[src/rtl/hazard_fwd_ctrl.sv]
// Hazard/forwarding controller for the 5-stage core: operand-forward selects,
// load-use and taken-branch stall/flush, memory-wait freeze and event counters.
module hazard_fwd_ctrl #(
   parameter int BR_FLUSH_CYCLES = 1,
   parameter int CNT_W           = 16
) (
   input  logic             clk,
   input  logic             rst,
   input  logic [4:0]       Rs1D,
   input  logic [4:0]       Rs2D,
   input  logic [4:0]       Rs1E,
   input  logic [4:0]       Rs2E,
   input  logic [4:0]       RdE,
   input  logic             RegWriteE,
   input  logic             ResultSrcE,
   input  logic             PCSrcE,
   input  logic             mem_stall_i,
   input  logic             clr_cnt_i,
   output logic [1:0]       ForwardAE,
   output logic [1:0]       ForwardBE,
   output logic             StallF,
   output logic             StallD,
   output logic             StallE,
   output logic             StallM,
   output logic             FlushD,
   output logic             FlushE,
   output logic             busy_o,
   output logic [CNT_W-1:0] lu_stall_cnt,
   output logic [CNT_W-1:0] br_flush_cnt
);

   typedef enum logic {RUN, BR_FLUSH} state_t;

   localparam logic [1:0] BR_LOAD = 2'(BR_FLUSH_CYCLES);

   state_t     state, state_nxt;
   logic [1:0] fcnt, fcnt_nxt;
   logic [4:0] rd_m, rd_w;
   logic       we_m, we_w;
   logic       lu, lu_evt, br_evt;

   // Destination shadow of M/W; a flushed E slot enters M as a non-writer.
   always_ff @(posedge clk or posedge rst) begin
      if (rst) begin
         rd_m <= '0;
         we_m <= 1'b0;
         rd_w <= '0;
         we_w <= 1'b0;
      end else if (!mem_stall_i) begin
         rd_m <= RdE;
         we_m <= RegWriteE & ~FlushE;
         rd_w <= rd_m;
         we_w <= we_m;
      end
   end

   always_comb begin
      ForwardAE = 2'b00;
      if (we_m && rd_m != 5'd0 && rd_m == Rs1E)      ForwardAE = 2'b01;
      else if (we_w && rd_w != 5'd0 && rd_w == Rs1E) ForwardAE = 2'b10;
      ForwardBE = 2'b00;
      if (we_m && rd_m != 5'd0 && rd_m == Rs2E)      ForwardBE = 2'b01;
      else if (we_w && rd_w != 5'd0 && rd_w == Rs2E) ForwardBE = 2'b10;
   end

   assign lu = ResultSrcE && RegWriteE && RdE != 5'd0 && (RdE == Rs1D || RdE == Rs2D);

   always_ff @(posedge clk or posedge rst) begin
      if (rst) begin
         state <= RUN;
         fcnt  <= '0;
      end else begin
         state <= state_nxt;
         fcnt  <= fcnt_nxt;
      end
   end

   always_comb begin
      state_nxt = state;
      fcnt_nxt  = fcnt;
      if (!mem_stall_i) begin
         case (state)
            RUN: begin
               if (PCSrcE && BR_FLUSH_CYCLES > 0) begin
                  state_nxt = BR_FLUSH;
                  fcnt_nxt  = BR_LOAD;
               end
            end
            BR_FLUSH: begin
               if (PCSrcE) begin
                  fcnt_nxt = BR_LOAD;
               end else begin
                  fcnt_nxt = fcnt - 2'd1;
                  if (fcnt == 2'd1) state_nxt = RUN;
               end
            end
            default: state_nxt = RUN;
         endcase
      end
   end

   // Memory wait dominates; a pending or new branch flush beats load-use.
   always_comb begin
      StallF = 1'b0;
      StallD = 1'b0;
      StallE = 1'b0;
      StallM = 1'b0;
      FlushD = 1'b0;
      FlushE = 1'b0;
      lu_evt = 1'b0;
      br_evt = 1'b0;
      busy_o = (state == BR_FLUSH);
      if (mem_stall_i) begin
         StallF = 1'b1;
         StallD = 1'b1;
         StallE = 1'b1;
         StallM = 1'b1;
      end else if (state == BR_FLUSH || PCSrcE) begin
         FlushD = 1'b1;
         FlushE = 1'b1;
         br_evt = PCSrcE;
      end else if (lu) begin
         StallF = 1'b1;
         StallD = 1'b1;
         FlushE = 1'b1;
         lu_evt = 1'b1;
      end
   end

   always_ff @(posedge clk or posedge rst) begin
      if (rst) begin
         lu_stall_cnt <= '0;
         br_flush_cnt <= '0;
      end else if (clr_cnt_i) begin
         lu_stall_cnt <= '0;
         br_flush_cnt <= '0;
      end else begin
         if (lu_evt && lu_stall_cnt != '1) lu_stall_cnt <= lu_stall_cnt + CNT_W'(1);
         if (br_evt && br_flush_cnt != '1) br_flush_cnt <= br_flush_cnt + CNT_W'(1);
      end
   end

endmodule

[config.mk]
export PLATFORM = sky130hd
export DESIGN_NAME = hazard_fwd_ctrl
export DESIGN_NICKNAME = d
export VERILOG_FILES = /design/src/rtl/hazard_fwd_ctrl.sv
export SDC_FILE = /design/constraint.sdc
export NUM_CORES = 1
export LEC_CHECK = 0
export CAP_MARGIN = 15
export CELL_PAD_IN_SITES_DETAIL_PLACEMENT = 0
export CELL_PAD_IN_SITES_GLOBAL_PLACEMENT = 1
export CORE_MARGIN = 1.5
export CORE_UTILIZATION = 39
export DETAILED_ROUTE_END_ITERATION = 8
export PLACE_DENSITY_LB_ADDON = 0.1
export SYNTH_ARGS = -nofsm -noshare
export SYNTH_HDL_FRONTEND = slang
export SYNTH_SLANG_ARGS = --single-unit
[constraint.sdc]
create_clock -name clk -period 5.1 [get_ports clk]
set_clock_uncertainty 0.05 [all_clocks]
set_input_delay 1.02 -clock clk [delete_from_list [all_inputs] [get_ports clk]]
set_output_delay 1.02 -clock clk [all_outputs]
set_load 0.01 [all_outputs]
==> impl_metrics.prom <==
# TYPE chip_impl_metric gauge
chip_impl_info{name="status",value="completed"} 1
chip_impl_metric{name="grt_usage",unit="%"} 17.0
chip_impl_metric{name="cts_buffer_depth",unit=""} 2
chip_impl_info{name="dominantRegCellSynth",value="sky130_fd_sc_hd__dfrtp_1"} 1
chip_impl_metric{name="maxCapViolations",unit=""} 0
chip_impl_metric{name="clk_pin_slew_worst_paths",unit="ps"} 90
chip_impl_info{name="most-common-layout-cells",value="sky130_fd_sc_hd__clkdlybuf4s50_1, sky130_fd_sc_hd__dfrtp_1, sky130_fd_sc_hd__xor2_1, sky130_fd_sc_hd__nor2_1, sky130_fd_sc_hd__xnor2_1"} 1
chip_impl_metric{name="floorplan.core_area",unit="sq um"} 6760
chip_impl_metric{name="die_area",unit="sq um"} 7460
chip_impl_metric{name="tritoncts.num_buffers",unit=""} 5
chip_impl_metric{name="final.setup.tns",unit="ps"} 0
chip_impl_metric{name="grt_antenna_before_repair",unit=""} 0
chip_impl_metric{name="insertedDiodeCount",unit=""} 0
chip_impl_metric{name="critPathMaxStageDelay",unit="ps"} 560
chip_impl_metric{name="synth_seq_cells",unit=""} 47
chip_impl_metric{name="synth_nets",unit=""} 304
chip_impl_metric{name="setup_viol",unit=""} 0
chip_impl_info{name="clk_root_buffer_cell",value="sky130_fd_sc_hd__clkbuf_8"} 1
chip_impl_metric{name="cts.sinks",unit=""} 47
chip_impl_metric{name="route.detailed.vias_per_inst",unit=""} 5.14
chip_impl_metric{name="seq_area_frac_synth",unit="%"} 43.4
chip_impl_info{name="worst_setup_path_start_kind",value="primary input"} 1
chip_impl_metric{name="slew_viol_final",unit=""} 0
chip_impl_metric{name="power.combinational.fraction",unit="%"} 18.7
chip_impl_metric{name="pwr_density_cell",unit="nW/um^2"} 222
chip_impl_metric{name="drt.antenna.violating_nets",unit=""} 0
chip_impl_info{name="setup_repair_after_global_routing_missed_its_margin",value="no"} 1
chip_impl_metric{name="pwr-share-seq",unit="%"} 53.3
chip_impl_metric{name="drt_pass1_iterations",unit=""} 4
chip_impl_metric{name="clk_latency",unit="ps"} 300
chip_impl_info{name="worst_min_delay_path_category",value="flip-flop to flip-flop"} 1
chip_impl_metric{name="grt_pass1_wl",unit="mm"} 10.1
chip_impl_metric{name="critPathBufInv",unit=""} 2
chip_impl_metric{name="final_core_util",unit="%"} 53.1
chip_impl_metric{name="vdd.ir_drop.worst",unit="mV"} 0.0771
chip_impl_metric{name="drc_errors",unit=""} 0
chip_impl_metric{name="hpwl",unit="mm"} 4.53
chip_impl_metric{name="critical_path.max_fanout",unit=""} 4
chip_impl_metric{name="timing_limited_maximum_frequency",unit="MHz"} 239
chip_impl_metric{name="routed-via-count",unit=""} 2174
chip_impl_metric{name="switching_share",unit="%"} 28.1
chip_impl_metric{name="dr_wl_met2",unit="mm"} 2.80
chip_impl_info{name="layout.cells.most_common",value="sky130_fd_sc_hd__clkdlybuf4s50_1"} 1
chip_impl_metric{name="globalRouteOverflowTotal",unit=""} 0
chip_impl_metric{name="instance_count_of_the_mapped_netlist",unit=""} 269
chip_impl_metric{name="synth.distinct_cells",unit=""} 45
chip_impl_info{name="cts_tree",value="done"} 1
chip_impl_metric{name="postSynth.asyncResetShare",unit="%"} 100
chip_impl_metric{name="p_int",unit="mW"} 0.573
chip_impl_metric{name="row_count",unit=""} 30
chip_impl_metric{name="floorplan.die.height",unit="um"} 86.4
chip_impl_metric{name="power.share.clock",unit="%"} 28.0
chip_impl_metric{name="gpl_wtd_cong",unit=""} 0.775
chip_impl_metric{name="syn_area_per_cell",unit="sq um"} 10.1
chip_impl_info{name="path_cells",value="clkdlybuf4s50_1 > xor2_1 > nor3_1 > a22oi_1 > or2_2 > a21oi_1 > clkdlybuf4s50_1"} 1
chip_impl_metric{name="drive_above_1_share",unit="%"} 10.2
chip_impl_metric{name="start_util",unit="%"} 40.1
chip_impl_metric{name="route.met3.wl",unit="um"} 213
chip_impl_metric{name="netsw",unit="mW"} 0.224
chip_impl_metric{name="placement.cell_area",unit="sq um"} 3510
chip_impl_metric{name="num-nets-final",unit=""} 377
chip_impl_metric{name="grt_start_max_net_pins",unit=""} 48
chip_impl_info{name="cp-end-kind",value="output port"} 1
chip_impl_metric{name="cts.repair.resized",unit=""} 0
chip_impl_info{name="crit_path_top_delay_cell",value="sky130_fd_sc_hd__clkdlybuf4s50_1"} 1
chip_impl_metric{name="p_leak",unit="nW"} 1.43
chip_impl_metric{name="final.min_clock_period",unit="ps"} 4190
chip_impl_metric{name="placement.io_buffers",unit=""} 74
chip_impl_metric{name="via_count_of_the_first_global_routing_pass",unit=""} 2057
chip_impl_metric{name="ioPinCount",unit=""} 75
chip_impl_metric{name="worstMarginPinSlew",unit="ps"} 994
chip_impl_metric{name="synthesis.area",unit="sq um"} 2710
chip_impl_metric{name="cts.repair_timing.setup_buffer_count",unit=""} 0
chip_impl_metric{name="ctsHtreeMaxLevel",unit=""} 2
chip_impl_metric{name="required_time_of_the_critical_path",unit="ps"} 4030
chip_impl_metric{name="postRouteWirelength",unit="mm"} 6.12
chip_impl_info{name="criticalPathCategory",value="primary input to output port"} 1
chip_impl_metric{name="number_of_flops_mapped_to_enable_cells_by_yosys",unit=""} 0
chip_impl_metric{name="synth_warnings",unit=""} 0
chip_impl_metric{name="routedLengthMet1",unit="mm"} 3.04
chip_impl_info{name="critical_path.top_delay_family",value="buffers and inverters"} 1
chip_impl_metric{name="initialDrtViolationCount",unit=""} 98
chip_impl_metric{name="chipWidth",unit="um"} 86.4
chip_impl_metric{name="fin_area",unit="sq um"} 3590
chip_impl_metric{name="hold_ws",unit="ps"} 477
chip_impl_info{name="cpMostUsedCell",value="sky130_fd_sc_hd__clkdlybuf4s50_1"} 1
chip_impl_metric{name="quantity_of_hold_fixing_buffers_added_after_cts",unit=""} 0
chip_impl_metric{name="per_cell_routed_wire_length",unit="um"} 14.5
chip_impl_metric{name="worst_slew_margin_rel",unit="%"} 33.6
chip_impl_metric{name="syn_to_final_growth",unit="%"} 32.4
chip_impl_info{name="topRoutingLayerUsed",value="met4"} 1
chip_impl_metric{name="period_share",unit="%"} 82.1
chip_impl_metric{name="cp.arrival",unit="ps"} 3120
chip_impl_metric{name="hold_viol",unit=""} 0
==> synth_stat cells, drive strengths merged, types with 4 or more instances <==
| library cell | instances | area share (%) |
|---|---|---|
| xor2 | 37 | 12 |
| dfrtp | 47 | 43 |
| nand4 | 7 | 1.6 |
| buf | 7 | 2.0 |
| nand2 | 15 | 2.1 |
| clkbuf | 4 | 0.55 |
| nor2 | 32 | 4.7 |
| nor3 | 8 | 2.0 |
| inv | 6 | 0.83 |
| a21oi | 6 | 1.1 |
| or4 | 6 | 1.7 |
| mux2 | 12 | 5.0 |
| o21ai | 7 | 1.3 |
| nand3 | 14 | 2.6 |
| xnor2 | 17 | 5.5 |
| and3 | 6 | 1.4 |
| nor4 | 8 | 2.9 |
==> sequential cells by signal (all words and copies together) (netlist names) <==
register	count
we_m	1
busy_o	1
we_w	1
fcnt	2
lu_stall_cnt	16
rd_w	5
rd_m	5
br_flush_cnt	16
==> worst paths after layout <==
| check | startpoint | endpoint | slack, ps | cells after the start |
|---|---|---|---|---|
| worst min-delay path | fcnt[0]$_DFFE_PP0P_ | fcnt[0]$_DFFE_PP0P_ | 480 | 1 |
| worst max register to register | lu_stall_cnt[10]$_DFFE_PP0P_ | lu_stall_cnt[13]$_DFFE_PP0P_ | 2740 | 6 |
| min in group asynchronous | rst | br_flush_cnt[5]$_DFFE_PP0P_ | 1220 | 2 |
| max in group asynchronous | rst | br_flush_cnt[15]$_DFFE_PP0P_ | 3160 | 2 |
| worst max-delay path | RdE[1] | StallD | 910 | 7 |
| worst min register to register | fcnt[0]$_DFFE_PP0P_ | fcnt[0]$_DFFE_PP0P_ | 480 | 1 |
==> stage by stage <==
stage,worst slack (ps),cells,power (mW)
floorplan,1700,269,0.512
global placement,942,415,0.581
detailed placement,907,415,0.583
CTS,901,423,0.809
global route,766,423,0.841
finish,911,423,0.797
==> power groups by stage <==
stage | sequential (mW) | clock, mW | combinational, mW
2_1_floorplan | 0.426 | 0 | 0.0863
3_3_place_gp | 0.432 | 0 | 0.149
3_5_place_dp | 0.432 | 0 | 0.151
4_1_cts | 0.425 | 0.233 | 0.152
5_1_grt | 0.430 | 0.246 | 0.165
6_report | 0.425 | 0.223 | 0.149
==> logic make-up after synthesis <==
group,after synthesis,share of synthesized area (%)
flops,47,43.4
buf+inv,17,3.37
xor+xnor,54,17.4
mux,12,4.98
fa+ha+maj,3,1.38
compound gates,26,6.41
simple gates,110,23.0
==> layout make-up <==
type                       count  area, sq um
clock buffer                   6         72.6
clock inverter                 2         12.5
fill                         642         3170
inverter                       6         22.5
multi-input combinational    205         1440
sequential                    47         1180
tap                           80          100
timing repair buffer          77          763
==> per-layer routing <==
| layer | GRT usage [%] | vias up |
|---|---|---|
| li1 | - | 1088 |
| met1 | 25.0 | 1041 |
| met2 | 26.1 | 38 |
| met3 | 3.24 | 7 |
| met4 | 3.96 | 0 |
| met5 | 0 | - |
(Power assumes the default switching activity.)
